`config.mk`:
```
export PLATFORM = sky130hd
export DESIGN_NAME = varclk_bank
export DESIGN_NICKNAME = d
export VERILOG_FILES = /design/src/rtl/varclk_bank.sv
export SDC_FILE = /design/constraint.sdc
export NUM_CORES = 1
export LEC_CHECK = 0
export BUFFER_PORTS_ARGS = -buffer_cell sky130_fd_sc_hd__clkbuf_2
export CAP_MARGIN = 5
export CORE_MARGIN = 3
export CORE_UTILIZATION = 52
export CTS_BUF_LIST = sky130_fd_sc_hd__clkbuf_4
export CTS_CLUSTER_DIAMETER = 200
export CTS_CLUSTER_SIZE = 30
export DETAILED_ROUTE_END_ITERATION = 7
export PLACE_DENSITY = 0.75
export SYNTH_ARGS = -nofsm -noshare
export SYNTH_HDL_FRONTEND = slang
export SYNTH_SLANG_ARGS = --single-unit
```
`constraint.sdc`:
```
create_clock -name sysclk -period 1.63 [get_ports sysclk]
set_input_delay 0.163 -clock sysclk [delete_from_list [all_inputs] [get_ports sysclk]]
set_output_delay 0.163 -clock sysclk [all_outputs]
set_load 0.02 [all_outputs]
```
`src/rtl/varclk_bank.sv`:
```
// Bank of NCH programmable clock dividers, reloaded from a serial frame and switched glitch-free.
// Define VARCLK_BCAST_EN to treat channel index all-ones as a broadcast reload.
module varclk_bank #(
    parameter int unsigned NCH       = 4,
    parameter int unsigned CH_W      = 2,
    parameter int unsigned DIV_W     = 16,
    parameter int unsigned RESET_DIV = 0
) (
    input  logic           sysclk,
    input  logic           reset,
    input  logic           FreqData_in,
    input  logic           FreqData_valid,
    input  logic           NewDataReady_in,
    output logic [NCH-1:0] varclk,
    output logic           NewDataReady_out,
    output logic           busy,
    output logic           load_err
);

    localparam int unsigned FRAME_W = CH_W + DIV_W;

    logic [FRAME_W-1:0] frame_q;
    logic               nd_q;
    logic [DIV_W-1:0]   pend_div_q;
    logic [NCH-1:0]     pend_mask_q, pend_mask_d;
    logic               err_q, done_q;

    logic [CH_W-1:0]    frame_ch;
    logic               commit_edge, ch_in_range, is_bcast, accept, reject;
    logic [NCH-1:0]     tgt_mask, apply;

    assign frame_ch    = frame_q[FRAME_W-1 -: CH_W];
    assign commit_edge = NewDataReady_in & ~nd_q;
    assign ch_in_range = (32'(frame_ch) < NCH);

`ifdef VARCLK_BCAST_EN
    assign is_bcast = (frame_ch == {CH_W{1'b1}});
`else
    assign is_bcast = 1'b0;
`endif

    assign busy     = |pend_mask_q;
    assign accept   = commit_edge & ~busy & (ch_in_range | is_bcast);
    assign reject   = commit_edge & ~accept;
    assign tgt_mask = is_bcast ? {NCH{1'b1}} : (NCH'(1) << frame_ch);

    // Channels drop out of the pending mask as they apply; busy is simply "any left".
    always_comb begin
        pend_mask_d = pend_mask_q & ~apply;
        if (accept) begin
            pend_mask_d = tgt_mask;
        end
    end

    always_ff @(posedge sysclk) begin
        if (!reset) begin
            frame_q     <= '0;
            nd_q        <= 1'b0;
            pend_div_q  <= '0;
            pend_mask_q <= '0;
            err_q       <= 1'b0;
            done_q      <= 1'b0;
        end else begin
            if (FreqData_valid) begin
                frame_q <= {frame_q[FRAME_W-2:0], FreqData_in};
            end
            nd_q <= NewDataReady_in;
            if (accept) begin
                pend_div_q <= frame_q[DIV_W-1:0];
            end
            pend_mask_q <= pend_mask_d;
            if (reject) begin
                err_q <= 1'b1;
            end
            done_q <= busy & ~(|pend_mask_d);
        end
    end

    for (genvar i = 0; i < NCH; i++) begin : g_ch
        logic [DIV_W-1:0] div_q, cnt_q;
        logic             clk_q;
        logic             running, boundary;

        assign running  = (div_q != '0);
        assign boundary = running & (cnt_q == div_q);
        // A disabled channel takes its reload at once; a running one waits for its edge.
        assign apply[i] = pend_mask_q[i] & (~running | boundary);
        assign varclk[i] = clk_q;

        always_ff @(posedge sysclk) begin
            if (!reset) begin
                div_q <= DIV_W'(RESET_DIV);
                cnt_q <= '0;
                clk_q <= 1'b0;
            end else if (apply[i]) begin
                div_q <= pend_div_q;
                cnt_q <= '0;
                clk_q <= (pend_div_q != '0) ? (clk_q ^ boundary) : 1'b0;
            end else if (boundary) begin
                clk_q <= ~clk_q;
                cnt_q <= '0;
            end else if (running) begin
                cnt_q <= cnt_q + 1'b1;
            end
        end
    end

    assign NewDataReady_out = done_q;
    assign load_err         = err_q;

endmodule

```
Word-level counts from Yosys, hierarchy flattened
Index checks and enable logic that the tools add are counted.
{"block": "classes", "n_addsub": 4, "magnitude_cmp": 0, "eq_ne": 4, "reduce_logical": 15, "n_mux": 13, "shifts": 1, "n_mul": 0, "bitwise": 35, "n_div": 0}
{"operator": "$reduce_bool A16 Y1", "n": 5}
{"operator": "$add A16 B1 Y16 const B", "n": 4}
{"operator": "$eq A16 B16 Y1", "n": 4}
{"operator": "$not A1 Y1", "n": 13}
{"operator": "$and A1 B1 Y1", "n": 12}
{"operator": "$mux W1", "n": 12}
{"operator": "$reduce_or A3 Y1", "n": 4}
{"operator": "$reduce_bool A2 Y1", "n": 4}
{"operator": "$reduce_or A4 Y1", "n": 2}
{"operator": "$and A4 B4 Y4", "n": 1}
{"operator": "$mux W4", "n": 1}
{"operator": "$not A4 Y4", "n": 1}
{"operator": "$or A1 B1 Y1", "n": 4}
{"operator": "$shl A1 B2 Y4 const A", "n": 1}
{"operator": "$xor A1 B1 Y1", "n": 4}
{"block": "totals", "latch_bits": 0, "wordCells": 90, "out_inout_bits": 7, "romBits": 0, "input_bits": 5, "mem_bits_rw": 0, "n_memories": 0, "register_bits": 173}

Depth between registers and ports, before layout
Gate-level depths: netlist of run 1.
{"block": "depth", "depth_word": 10, "ltp_mapped": 8, "depth_no_buf": 6}

Least setup slack after synthesis of run 1
Ideal clock, no wire load.
{"block": "synth_path", "path_kind": "flip-flop to flip-flop", "start": "register g_ch[3].cnt_q[3]", "end": "register g_ch[3].cnt_q[10]", "path_buffers": 2, "path_stages_with_launch": 8, "arrival_ps": 1603, "setup_ps": 117, "required_time_ps": 1513, "path_slack_ps": -90, "path_cell_list": "dfxtp_1 > buf_2 > xor2_1 > nor4_1 > nand4_1 > o21ai_2 > buf_2 > nor2_1"}
{"block": "synth_via", "elab_chain_len": 5}
{"element": "start: declaration", "line": "80", "source": "logic [DIV_W-1:0] div_q, cnt_q;"}
{"element": "start signal: assignment", "line": "103", "source": "cnt_q <= cnt_q + 1'b1;"}
{"element": "$eq A16 B16 Y1", "line": "85", "source": "assign boundary = running & (cnt_q == div_q);"}
{"element": "$and A1 B1 Y1", "line": "85"}
{"element": "$or A1 B1 Y1", "line": "87", "source": "assign apply[i] = pend_mask_q[i] & (~running | boundary);"}
{"element": "$and A1 B1 Y1", "line": "87"}
{"element": "$reduce_or A3 Y1 (no line)"}
Several ways; a longest one is shown, not always the timed one.
A chain may end at the register's enable or synchronous reset.

Final worst setup path of run 1
{"block": "layout_path", "start": "register g_ch[0].div_q[4]", "end": "register g_ch[0].clk_q"}
{"block": "layout_via", "elab_chain_len": 5}
{"element": "start: declaration", "line": "80"}
{"element": "start signal: assignment", "line": "92", "source": "div_q <= DIV_W'(RESET_DIV);"}
{"element": "start signal: assignment", "line": "96", "source": "div_q <= pend_div_q;"}
{"element": "$eq A16 B16 Y1 / $reduce_bool A16 Y1 (equally long branches)", "line": "85, 84"}
{"element": "$and A1 B1 Y1 / $not A1 Y1 (equally long branches)", "line": "85, 87"}
{"element": "$xor A1 B1 Y1 / $or A1 B1 Y1 (equally long branches)", "line": "98, 87"}
{"element": "$mux W1 / $and A1 B1 Y1 (equally long branches)", "line": "98, 87"}
{"element": "$mux W1 / $reduce_bool A2 Y1 (equally long branches)"}
{"element": "end signal: assignment", "line": "98", "source": "clk_q <= (pend_div_q != '0) ? (clk_q ^ boundary) : 1'b0;"}
{"element": "end signal: assignment", "line": "100", "source": "clk_q <= ~clk_q;"}
{"element": "end: declaration", "line": "81", "source": "logic clk_q;"}
Several ways; a longest one is shown, not always the timed one.

==> impl_metrics.csv, run 1 <==
group,metric,value,unit
hold_path,min_path_type,"in -> reg",
placed_design,post-dp-hpwl,13300,um
yosys,synth-compound-area-share,3.90,%
final_layout,layout.nets,1021,
hold_path,min-delay-start,"reset",
clock_network,clock-sinks,173,
yosys,syn_area,7850,um^2
detailed_routing,met1Wirelength,9000,um
timing,setup_viol_count_final,136,
timing,fin_crit_sh,113,%
run,cap_viol_max_count,0,
clock_network,htreeDepth,4,
detailed_routing,wire_per_inst,19.0,um
detailed_routing,drt_iter0_drc,785,
timing,rsz0062_at_grt,"true",
clock_network,cts-root-buf,"clkbuf_4",
floorplan,start_util,53.6,%
critical_path,arrival,2.36,ns
clock_network,cts_buffers,17,
yosys,synthAdderAreaFrac,0.637,%
final_layout,final_cell_count_no_fill,1209,
detailed_routing,vias_per_cell,5.83,
clock_network,clockBufferDepth,2,
yosys,ys_seq_area_share,44.1,%
detailed_routing,routed_wl,23000,um
yosys,synth_cell_type_count,47,
yosys,synth_top_family_by_area,"simple AND/OR/NAND/NOR gates",
grt,grt_pass1_vias,6611,
yosys,netlist_instances,862,
yosys,synthesis.nets,871,
hold_path,hold_end,"g_ch[0].clk_q",
grt,grt_util_all_layers,24.9,%
critical_path,cp.required,2.15,ns
yosys,synth.avg_cell_area,9.11,um^2
timing,tightest_slew,0.601,ns
detailed_routing,postRouteAntennaNets,0,
critical_path,timing.rr.start,"g_ch[0].div_q[4]",
final_layout,diodes,0,
power_and_ir_drop,p_leak,4.58,nW
placed_design,dp_cells,1146,
timing,layout_setup_ws,-0.211,ns
final_layout,seq_area,3550,um^2
floorplan,die_w,129,um
floorplan,rows,44,
clock_network,cts_tree,"done",
grt,grt_pass1_wl,32900,um
floorplan,coreArea,14600,um^2
final_layout,mostFrequentLayoutCells,"nand2_1, buf_4, dfxtp_1",
yosys,ys_ff_latch,173,
placed_design,gp_congestion,0.851,
clock_network,clkLatencyLatePin,0.59,ns
detailed_routing,top_layer_used,"met4",
timing,max_clock_freq,0.543,GHz
detailed_routing,wl_met3,1710,um
timing,max_slew_margin,59.9,%
critical_path,timing.rr.end,"g_ch[0].clk_q",
grt,overflow,0,
final_layout,drive_gt1_share,38.4,%
critical_path,crit_fanout,5,
outcome,violations,"setup timing",
floorplan,dieArea,16600,um^2
detailed_routing,firstDrtPassIters,7,
power_and_ir_drop,power_density,674,nW/um^2
yosys,synth_simple_gate_area_share,23.6,%
yosys,synth_mux_area_share,10.5,%
detailed_routing,vias,7045,
timing,fin_skew,0.0336,ns
power_and_ir_drop,ir_worst_vdd,0.752,mV
critical_path,startpoint_type,"flip-flop",
clock_network,path_clk_slew,0.16,ns
outcome,status,"complete, but fails checks",
hold_path,whs_path_depth,3,
grt,grt_max_degree,38,
yosys,synth-xor-area-share,13.8,%
final_layout,fin_util,72.0,%
detailed_routing,wl_met2,11200,um
timing,hold_viol,0,
critical_path,r2r_slack,-0.21,ns
final_layout,multi_input_area,4900,um^2
final_layout,fill_cells,916,
critical_path,worstSetupEndpointType,"flip-flop",
yosys,yosysWarnings,0,
timing,fin_setup_tns,-17.67,ns
floorplan,die_y,129,um
critical_path,crit_type,"reg -> reg",
floorplan,io_pins,12,
timing,slew_violations,0,
final_layout,final_common_cell,"nand2_1",
critical_path,rr_worst_depth,5,
detailed_routing,drc_errors,0,
grt,antenna_found_initial,0,
final_layout,syn2layout_area_growth,34.2,%
timing,timing.final.crit_period,1.84,ns
placed_design,port_buffers,11,
metrics by stage:
step / total power (W) / setup WS (ns) / cell area [um^2] / hold slack, ns
finish: 0.00711 / -0.211 / 10500 / 0.0680
global route: 0.00731 / -0.308 / 10500 / 0.0413
CTS: 0.00710 / -0.170 / 9860 / 0.0185
detailed placement: 0.00458 / -0.199 / 8980 / 0.396
global placement: 0.00458 / -0.160 / 8980 / 0.392
floorplan: 0.00451 / -0.0642 / 7920 / 0.285
layer usage:
layer,GRT usage [%],vias up
met5,0,-
met4,8.40,0
met3,5.40,114
met2,41.6,345
met1,32.1,3336
li1,-,3250
sequential cells by signal (all words and copies together) (netlist names):
| name | cells |
|---|---|
| load_err | 1 |
| pend_div_q | 16 |
| NewDataReady_out | 1 |
| nd_q | 1 |
| pend_mask_q | 4 |
| g_ch.div_q | 64 |
| g_ch.cnt_q | 64 |
| g_ch.clk_q | 4 |
| frame_q | 18 |
how the worst max path moves through the flow:
stage,depth (start not counted),start,endpoint,slack [ns]
floorplan,7,g_ch[0].cnt_q[0],g_ch[0].div_q[10],-0.06
global placement,5,g_ch[0].div_q[10],g_ch[0].clk_q,-0.16
detailed placement,5,g_ch[3].div_q[4],NewDataReady_out,-0.20
CTS,5,g_ch[0].div_q[2],g_ch[0].clk_q,-0.17
global route,6,g_ch[1].div_q[1],NewDataReady_out,-0.31
finish,5,g_ch[0].div_q[4],g_ch[0].clk_q,-0.21
layout make-up:
cell class / count / area share [%]
clock buffer: 17 / 1.21
clock inverter: 15 / 1.51
inverter: 10 / 0.356
multi-input combinational: 637 / 46.5
sequential: 173 / 33.7
tap: 184 / 2.18
timing repair buffer: 173 / 14.5
synthesized netlist by cell type (all sizes together):
library cell | n | area [um^2]
a211oi | 1 | 7.51
a21bo | 1 | 10.0
a21o | 1 | 7.51
a21oi | 26 | 130
a311o | 1 | 10.0
a31o | 1 | 8.76
a31oi | 4 | 25.0
a32o | 1 | 10.0
a41o | 1 | 10.0
a41oi | 2 | 17.5
and2 | 5 | 31.3
and3 | 7 | 43.8
and4 | 11 | 96.3
buf | 23 | 164
clkbuf | 19 | 71.3
clkinv | 1 | 3.75
dfxtp | 173 | 3460
ha | 4 | 50.1
inv | 9 | 33.8
mux2i | 82 | 821
nand2 | 143 | 537
nand2b | 1 | 6.26
nand3 | 30 | 150
nand4 | 32 | 213
nor2 | 89 | 337
nor3 | 11 | 55.1
nor4 | 45 | 347
nor4b | 1 | 8.76
o21a | 1 | 7.51
o21ai | 7 | 53.8
o32ai | 1 | 8.76
or2 | 1 | 6.26
or3 | 2 | 12.5
or4b | 1 | 10.0
xnor2 | 45 | 394
xor2 | 79 | 692
kinds of logic after synthesis:
family / after synthesis
adder cells (fa/ha/maj): 4
multiplexers: 82
XOR/XNOR: 124
flip-flops: 173
AO/OA/AOI/OAI: 48
AND/OR/NAND/NOR: 379
buffers and inverters: 52
power breakdown:
part	total (W)	switching [W]	internal, W
registers	0.00423	0.00000714	0.00423
logic	0.000326	0.000196	0.000130
clock network	0.00255	0.00161	0.000938
total	0.00711	0.00181	0.00529
critical path, stage by stage, from the launching register on:
cell	delay, ns
dfxtp_1	0.49
xor2_1	0.15
nor4_1	0.24
nand4_2	0.23
or4b_4	0.54
a31oi_1	0.14
what timing repair did:
item	CTS	global route
gates cloned	6	2
gates resized for setup	104	155
endpoints found under the hold margin	2	0
pin swaps	54	65
endpoints found under the setup margin	137	138
buffers inserted	12	14
hold buffers	2	0
(Power assumes the default switching activity.)
==> run 2, diff against run 1 <==
--- a/config.mk
+++ b/config.mk
@@ -13,7 +13,9 @@
 export CTS_CLUSTER_DIAMETER = 200
 export CTS_CLUSTER_SIZE = 30
 export DETAILED_ROUTE_END_ITERATION = 7
-export PLACE_DENSITY = 0.75
+export HOLD_SLACK_MARGIN = 0.15
+export PLACE_DENSITY = 0.74
+export REMOVE_ABC_BUFFERS = 1
 export SYNTH_ARGS = -nofsm -noshare
 export SYNTH_HDL_FRONTEND = slang
 export SYNTH_SLANG_ARGS = --single-unit
==> run 2 against run 1 <==
Net effect:
- the flow finishes with violations (DRC, setup timing)
- worst setup slack got worse by 0.18 ns
- global-route usage decreased by 1.3 points
- core utilization increased by 0.17 points
- clock-buffer cell count increased by 1
- clock power increased by 6%
==> impl_metrics.csv, run 2 (synthesis results as in run 1) <==
group,metric,value,unit
grt,grt_busiest_layer,"met2",
critical_path,r2r_slack,-0.39,ns
placed_design,gp_congestion,0.877,
grt,overflow,0,
clock_network,cts_tree,"done",
final_layout,final_common_cell,"nand2_1",
grt,use_met3,6.14,%
placed_design,port_buffers,11,
final_layout,reg_top3,"g_ch.cnt_q (64), g_ch.div_q (64), frame_q (18)",
floorplan,die_w,129,um
critical_path,startpoint_type,"flip-flop",
critical_path,timing.rr.start,"g_ch[2].div_q[10]",
detailed_routing,wire_per_inst,18.7,um
hold_path,hold_end,"frame_q[2]",
placed_design,dpl_cell_area,8950,um^2
grt,grt_util_met1,31.4,%
clock_network,cts_buffers,17,
grt,grt_max_degree,38,
final_layout,final_cell_count_no_fill,1201,
detailed_routing,drc_errors,2,
floorplan,die_y,129,um
final_layout,design_area,10600,um^2
timing,max_slew_margin,59.4,%
critical_path,arrival,2.52,ns
clock_network,cts-root-buf,"clkbuf_4",
detailed_routing,drt_iter0_drc,703,
detailed_routing,routed_wl,22500,um
final_layout,mostFrequentLayoutCells,"nand2_1, dfxtp_1, buf_4",
floorplan,rows,44,
timing,fin_crit_sh,124,%
critical_path,slowest_delay,0.38,ns
detailed_routing,vias_per_cell,5.78,
critical_path,slowest_stage,"nor4_2",
power_and_ir_drop,power_density,688,nW/um^2
critical_path,rr_worst_depth,7,
timing,setup_viol_count_final,142,
detailed_routing,vias,6946,
placed_design,post-dp-hpwl,12800,um
critical_path,crit_fanout,4,
timing,tightest_slew,0.609,ns
timing,hold_viol,0,
detailed_routing,postRouteAntennaNets,0,
clock_network,clock-sinks,173,
placed_design,dp_cells,1141,
power_and_ir_drop,p_leak,4.63,nW
floorplan,coreArea,14600,um^2
timing,timing.final.crit_period,2.02,ns
hold_path,min_path_type,"in -> reg",
detailed_routing,firstDrtPassIters,8,
grt,grt_pass1_wl,31300,um
critical_path,path_cells,"nor4_2 > buf_4 > nand4_1 > buf_4 > a211oi_2 > a31oi_1 > a21oi_1",
clock_network,clockBufferDepth,2,
clock_network,clkLatencyLatePin,0.57,ns
final_layout,syn2layout_area_growth,34.5,%
critical_path,crit_top_cell,"buf_4",
floorplan,start_util,53.6,%
grt,grt_pass1_vias,6343,
timing,slew_violations,0,
clock_network,htreeDepth,4,
power_and_ir_drop,ir_worst_vdd,0.459,mV
timing,rsz0062_at_grt,"true",
timing,fin_skew,0.0243,ns
critical_path,worstSetupEndpointType,"flip-flop",
final_layout,fin_util,72.1,%
floorplan,io_pins,12,
timing,layout_setup_ws,-0.393,ns
outcome,status,"complete, but fails checks",
critical_path,crit_type,"reg -> reg",
final_layout,layout.nets,1012,
run,cap_viol_max_count,0,
critical_path,cp.required,2.13,ns
final_layout,drive_gt1_share,35.3,%
final_layout,multi_input_area,4940,um^2
final_layout,fill_cells,966,
grt,antenna_found_initial,1,
floorplan,dieArea,16600,um^2
outcome,violations,"DRC, setup timing",
grt,met2_usage,36.6,%
clock_network,path_clk_slew,0.14,ns
final_layout,seq_area,3540,um^2
hold_path,min-delay-start,"FreqData_valid",
hold_path,whs_path_depth,3,
grt,grt_util_all_layers,23.6,%
timing,max_clock_freq,0.494,GHz
critical_path,timing.rr.end,"g_ch[2].clk_q",
==> run 2: cell count changes in the layout (fill, tap and decap cells not counted), sizes merged <==
cell         before  now
diode             0    1
clkinv            7   10
bufinv            2    4
inv              15   10
dlygate4sd3       2    3
clkbuf           29   33
clkinvlp          1    0
buf             159  146
==> run 2: report_power, final <==
group	internal, W	switching, W	total [W]	leakage (nW)
sequential	0.00422	0.00000687	0.00423	1.42
clock	0.00121	0.00150	0.00271	0.170
combinational	0.000133	0.000198	0.000331	3.04
==> run 2: worst max-delay path, delay by kind of cell, from the launching register on <==
kind / cells / cell delay [ns]
DFF: 1 / 0.36
and+or+nand+nor: 2 / 0.60
buffers and inverters: 2 / 0.43
AOI/OAI and AO/OA: 3 / 0.56
==> run 2: worst max path at each step <==
stage                      startpoint                to
floorplan           g_ch[2].div_q[10]  g_ch[2].cnt_q[0]
global placement     g_ch[0].cnt_q[1]     g_ch[0].clk_q
detailed placement   g_ch[0].cnt_q[1]     g_ch[0].clk_q
CTS                    pend_mask_q[2]              busy
global route        g_ch[2].div_q[10]     g_ch[2].clk_q
finish              g_ch[2].div_q[10]     g_ch[2].clk_q
==> run 2: cell type report <==
type / count / area share (%)
Sequential cell: 173 / 33.5
Tap cell: 184 / 2.18
Multi-Input combinational cell: 637 / 46.8
Clock buffer: 18 / 1.28
Antenna cell: 1 / 0.0237
Clock inverter: 14 / 1.63
Timing Repair Buffer: 164 / 14.2
Inverter: 10 / 0.355
==> run 2: repair_timing <==
item	CTS	global route
buffers inserted	9	10
resized for setup	79	156
endpoints found under the hold margin	26	0
pin swaps	21	68
cloned	3	4
hold buffers	3	0
endpoints found under the setup margin	137	151
==> run 2: layer usage <==
layer,routed length (um),vias to the layer above,share of wire (%)
met2,10800,292,48
li1,-,3255,-
met4,813,0,3.6
met5,0,-,0
met1,9320,3322,42
met3,1500,77,6.7
==> run 2: stage by stage <==
step / setup TNS, ns / hold WS (ns) / setup slack (ns) / total power, W
floorplan: -16.96 / 0.281 / -0.241 / 0.00444
global placement: -7.13 / 0.388 / -0.186 / 0.00458
detailed placement: -10.96 / 0.396 / -0.187 / 0.00459
CTS: -3.69 / 0.255 / -0.141 / 0.00724
global route: -27.97 / 0.269 / -0.462 / 0.00748
finish: -14.44 / 0.272 / -0.393 / 0.00727
==> run 3, diff against run 2 <==
--- a/config.mk
+++ b/config.mk
@@ -5,6 +5,7 @@
 export SDC_FILE = /design/constraint.sdc
 export NUM_CORES = 1
 export LEC_CHECK = 0
+export ABC_AREA = 1
 export BUFFER_PORTS_ARGS = -buffer_cell sky130_fd_sc_hd__clkbuf_2
 export CAP_MARGIN = 5
 export CORE_MARGIN = 3
==> run 3 against run 2 <==
Net effect:
- the run now ends clean
- synthesized area rose by 9.7%
- synthesized cell count rose by 50%
- cell area fell by 3.7%
- critical path depth rose by 1
- routed wire length fell by 4.9%
- die area rose by 9.2%
- critical path type unchanged
- sequential power rose by 13%
- sequential cell count did not move
- worst setup slack improved by 0.41 ns
==> impl_metrics.csv, run 3 <==
group,metric,value,unit
hold_path,min_path_type,"in -> reg",
detailed_routing,vias_per_cell,5.12,
yosys,synth.avg_cell_area,6.64,um^2
grt,antenna_found_initial,1,
critical_path,worstSetupEndpoint,"g_ch[3].cnt_q[1]",
timing,setup_viol_count_final,0,
floorplan,die_w,135,um
critical_path,startpoint_type,"flip-flop",
critical_path,cp.required,2.14,ns
detailed_routing,wire_per_inst,13.3,um
floorplan,dieArea,18100,um^2
critical_path,startpoint,"g_ch[3].div_q[13]",
placed_design,post-dp-hpwl,14400,um
final_layout,final_common_cell,"nor2_1",
critical_path,r2r_slack,0.02,ns
yosys,syn_area,8610,um^2
critical_path,crit_fanout,16,
final_layout,final_cell_count_no_fill,1609,
detailed_routing,routed_wl,21400,um
timing,tightest_slew,0.613,ns
grt,grt_pass1_wl,33900,um
final_layout,reg_top3,"g_ch.cnt_q (64), g_ch.div_q (64), frame_q (18)",
floorplan,die_y,135,um
timing,slew_violations,0,
placed_design,gp_congestion,0.885,
final_layout,design_area,10200,um^2
final_layout,fill_cells,1435,
clock_network,cts_tree,"done",
clock_network,path_clk_slew,0.14,ns
grt,grt_max_degree,85,
detailed_routing,postRouteAntennaNets,0,
placed_design,port_buffers,11,
grt,grt_util_all_layers,23.0,%
yosys,async_flop_share,0,%
outcome,status,"completed",
floorplan,coreArea,16100,um^2
yosys,synth.most_common_cell,"nor2_1",
detailed_routing,drc_errors,0,
final_layout,drive_gt1_share,23.1,%
power_and_ir_drop,p_leak,4.26,nW
critical_path,rr_worst_depth,8,
power_and_ir_drop,power_density,1020,nW/um^2
yosys,ys_seq_area_share,40.2,%
final_layout,syn2layout_area_growth,18.2,%
yosys,ys_ff_latch,173,
yosys,synthTopCellsByCount,"nor2_1, nand2_1, dfxtp_1",
clock_network,cts_buffers,17,
detailed_routing,firstDrtPassIters,5,
timing,max_clock_freq,0.621,GHz
detailed_routing,drt_iter0_drc,624,
final_layout,mostFrequentLayoutCells,"nor2_1, nand2_1, inv_1",
yosys,yosysTopAreaCell,"dfxtp_1",
run,cap_viol_max_count,0,
critical_path,timing.rr.start,"g_ch[3].div_q[13]",
power_and_ir_drop,total_power,0.0104,W
timing,max_slew_margin,59.0,%
clock_network,cts-root-buf,"clkbuf_4",
critical_path,worstSetupEndpointType,"flip-flop",
timing,fin_crit_sh,98.8,%
clock_network,clock-sinks,173,
grt,overflow,0,
timing,rsz0062_at_grt,"true",
critical_path,arrival,2.12,ns
timing,fin_skew,0.0154,ns
detailed_routing,vias,8243,
yosys,ys.flop_type,"dfxtp_1",
yosys,synth_top_area_share,40.2,%
critical_path,crit_type,"reg -> reg",
yosys,synth_edf_count,0,
power_and_ir_drop,ir_worst_vdd,0.529,mV
grt,grt_pass1_vias,7201,
critical_path,timing.rr.end,"g_ch[3].cnt_q[1]",
floorplan,rows,46,
yosys,synthTopCellsByArea,"dfxtp_1, nor2_1, nand2_1, xor2_1, inv_1",
yosys,netlist_instances,1297,
clock_network,clkLatencyLatePin,0.59,ns
yosys,synth_cell_type_count,35,
clock_network,clockBufferDepth,2,
timing,hold_viol,0,
timing,timing.final.crit_period,1.61,ns
final_layout,layout.nets,1388,
placed_design,dpl_cell_area,9220,um^2
placed_design,dp_cells,1549,
floorplan,start_util,53.6,%
yosys,yosysWarnings,0,
clock_network,htreeDepth,4,
floorplan,io_pins,12,
==> run 3: cell type report <==
class	instances	area (um^2)	share of cell area [%]
antenna	1	2.50	0.0246
inverter	137	553	5.43
multi-input combinational	947	4670	45.8
timing repair buffer	101	807	7.93
tap	216	270	2.66
clock buffer	17	128	1.25
clock inverter	15	148	1.45
sequential	173	3590	35.2
timing repair inverter	2	16.3	0.160
==> run 3: per-layer routing <==
layer  global-route usage (%)  share of wire (%)  vias to the layer above
met5                        0                  0                        -
met4                     8.60                2.4                        0
met3                     3.24                4.6                       39
met2                     37.4                 46                      185
met1                     31.1                 47                     3776
li1                         -                  -                     4243
==> run 3: worst min-delay path by stage <==
| stage | startpoint | end | slack [ns] | cells past startpoint |
|---|---|---|---|---|
| after global routing | NewDataReady_in | load_err | 0.50 | 4 |
| after CTS | NewDataReady_in | load_err | 0.40 | 4 |
| after global placement | FreqData_in | frame_q[0] | 0.38 | 3 |
| final | NewDataReady_in | load_err | 0.48 | 4 |
| after detailed placement | FreqData_in | frame_q[0] | 0.39 | 3 |
| after floorplan | FreqData_valid | frame_q[17] | 0.25 | 1 |
==> run 3: stage by stage <==
step	utilization (%)	hold slack [ns]	TNS [ns]	worst slack, ns
global placement	57.4	0.385	0	0.00307
finish	63.4	0.478	0	0.0199
CTS	59.9	0.403	0	0.00115
floorplan	-	0.252	-2.70	-0.141
global route	63.4	0.500	-1.46	-0.125
detailed placement	57.4	0.392	-0.350	-0.0466
==> run 3: kinds of logic after synthesis <==
group,synth area share (%)
and+or+nand+nor,34.1
buffers and inverters,8.95
AOI/OAI and AO/OA,10.4
DFF,40.2
xor gates and xnor gates,5.80
adders and majority gates,0.581
==> run 3: repair_timing <==
action,4_1_cts,5_1_grt
gates cloned,0,4
endpoints found under the setup margin,36,144
hold buffers,9,0
gates resized for setup,10,192
setup buffers,0,14
hold endpoints to repair,84,0
pin swaps,0,23
==> run 3: where the power goes <==
part | internal [W] | total [W] | switching [W]
Clock | 0.000898 | 0.00247 | 0.00157
Combinational | 0.00116 | 0.00319 | 0.00202
Sequential | 0.00451 | 0.00476 | 0.000245
==> run 3: critical path, stage by stage (launching register included) <==
cell and delay, ns:
dfxtp_2 0.36, nor2_1 0.10, nand3_1 0.13, nor2_2 0.22, nand2_4 0.11, o21ai_1 0.18, nand2_2 0.09, buf_12 0.17
a21oi_1 0.17
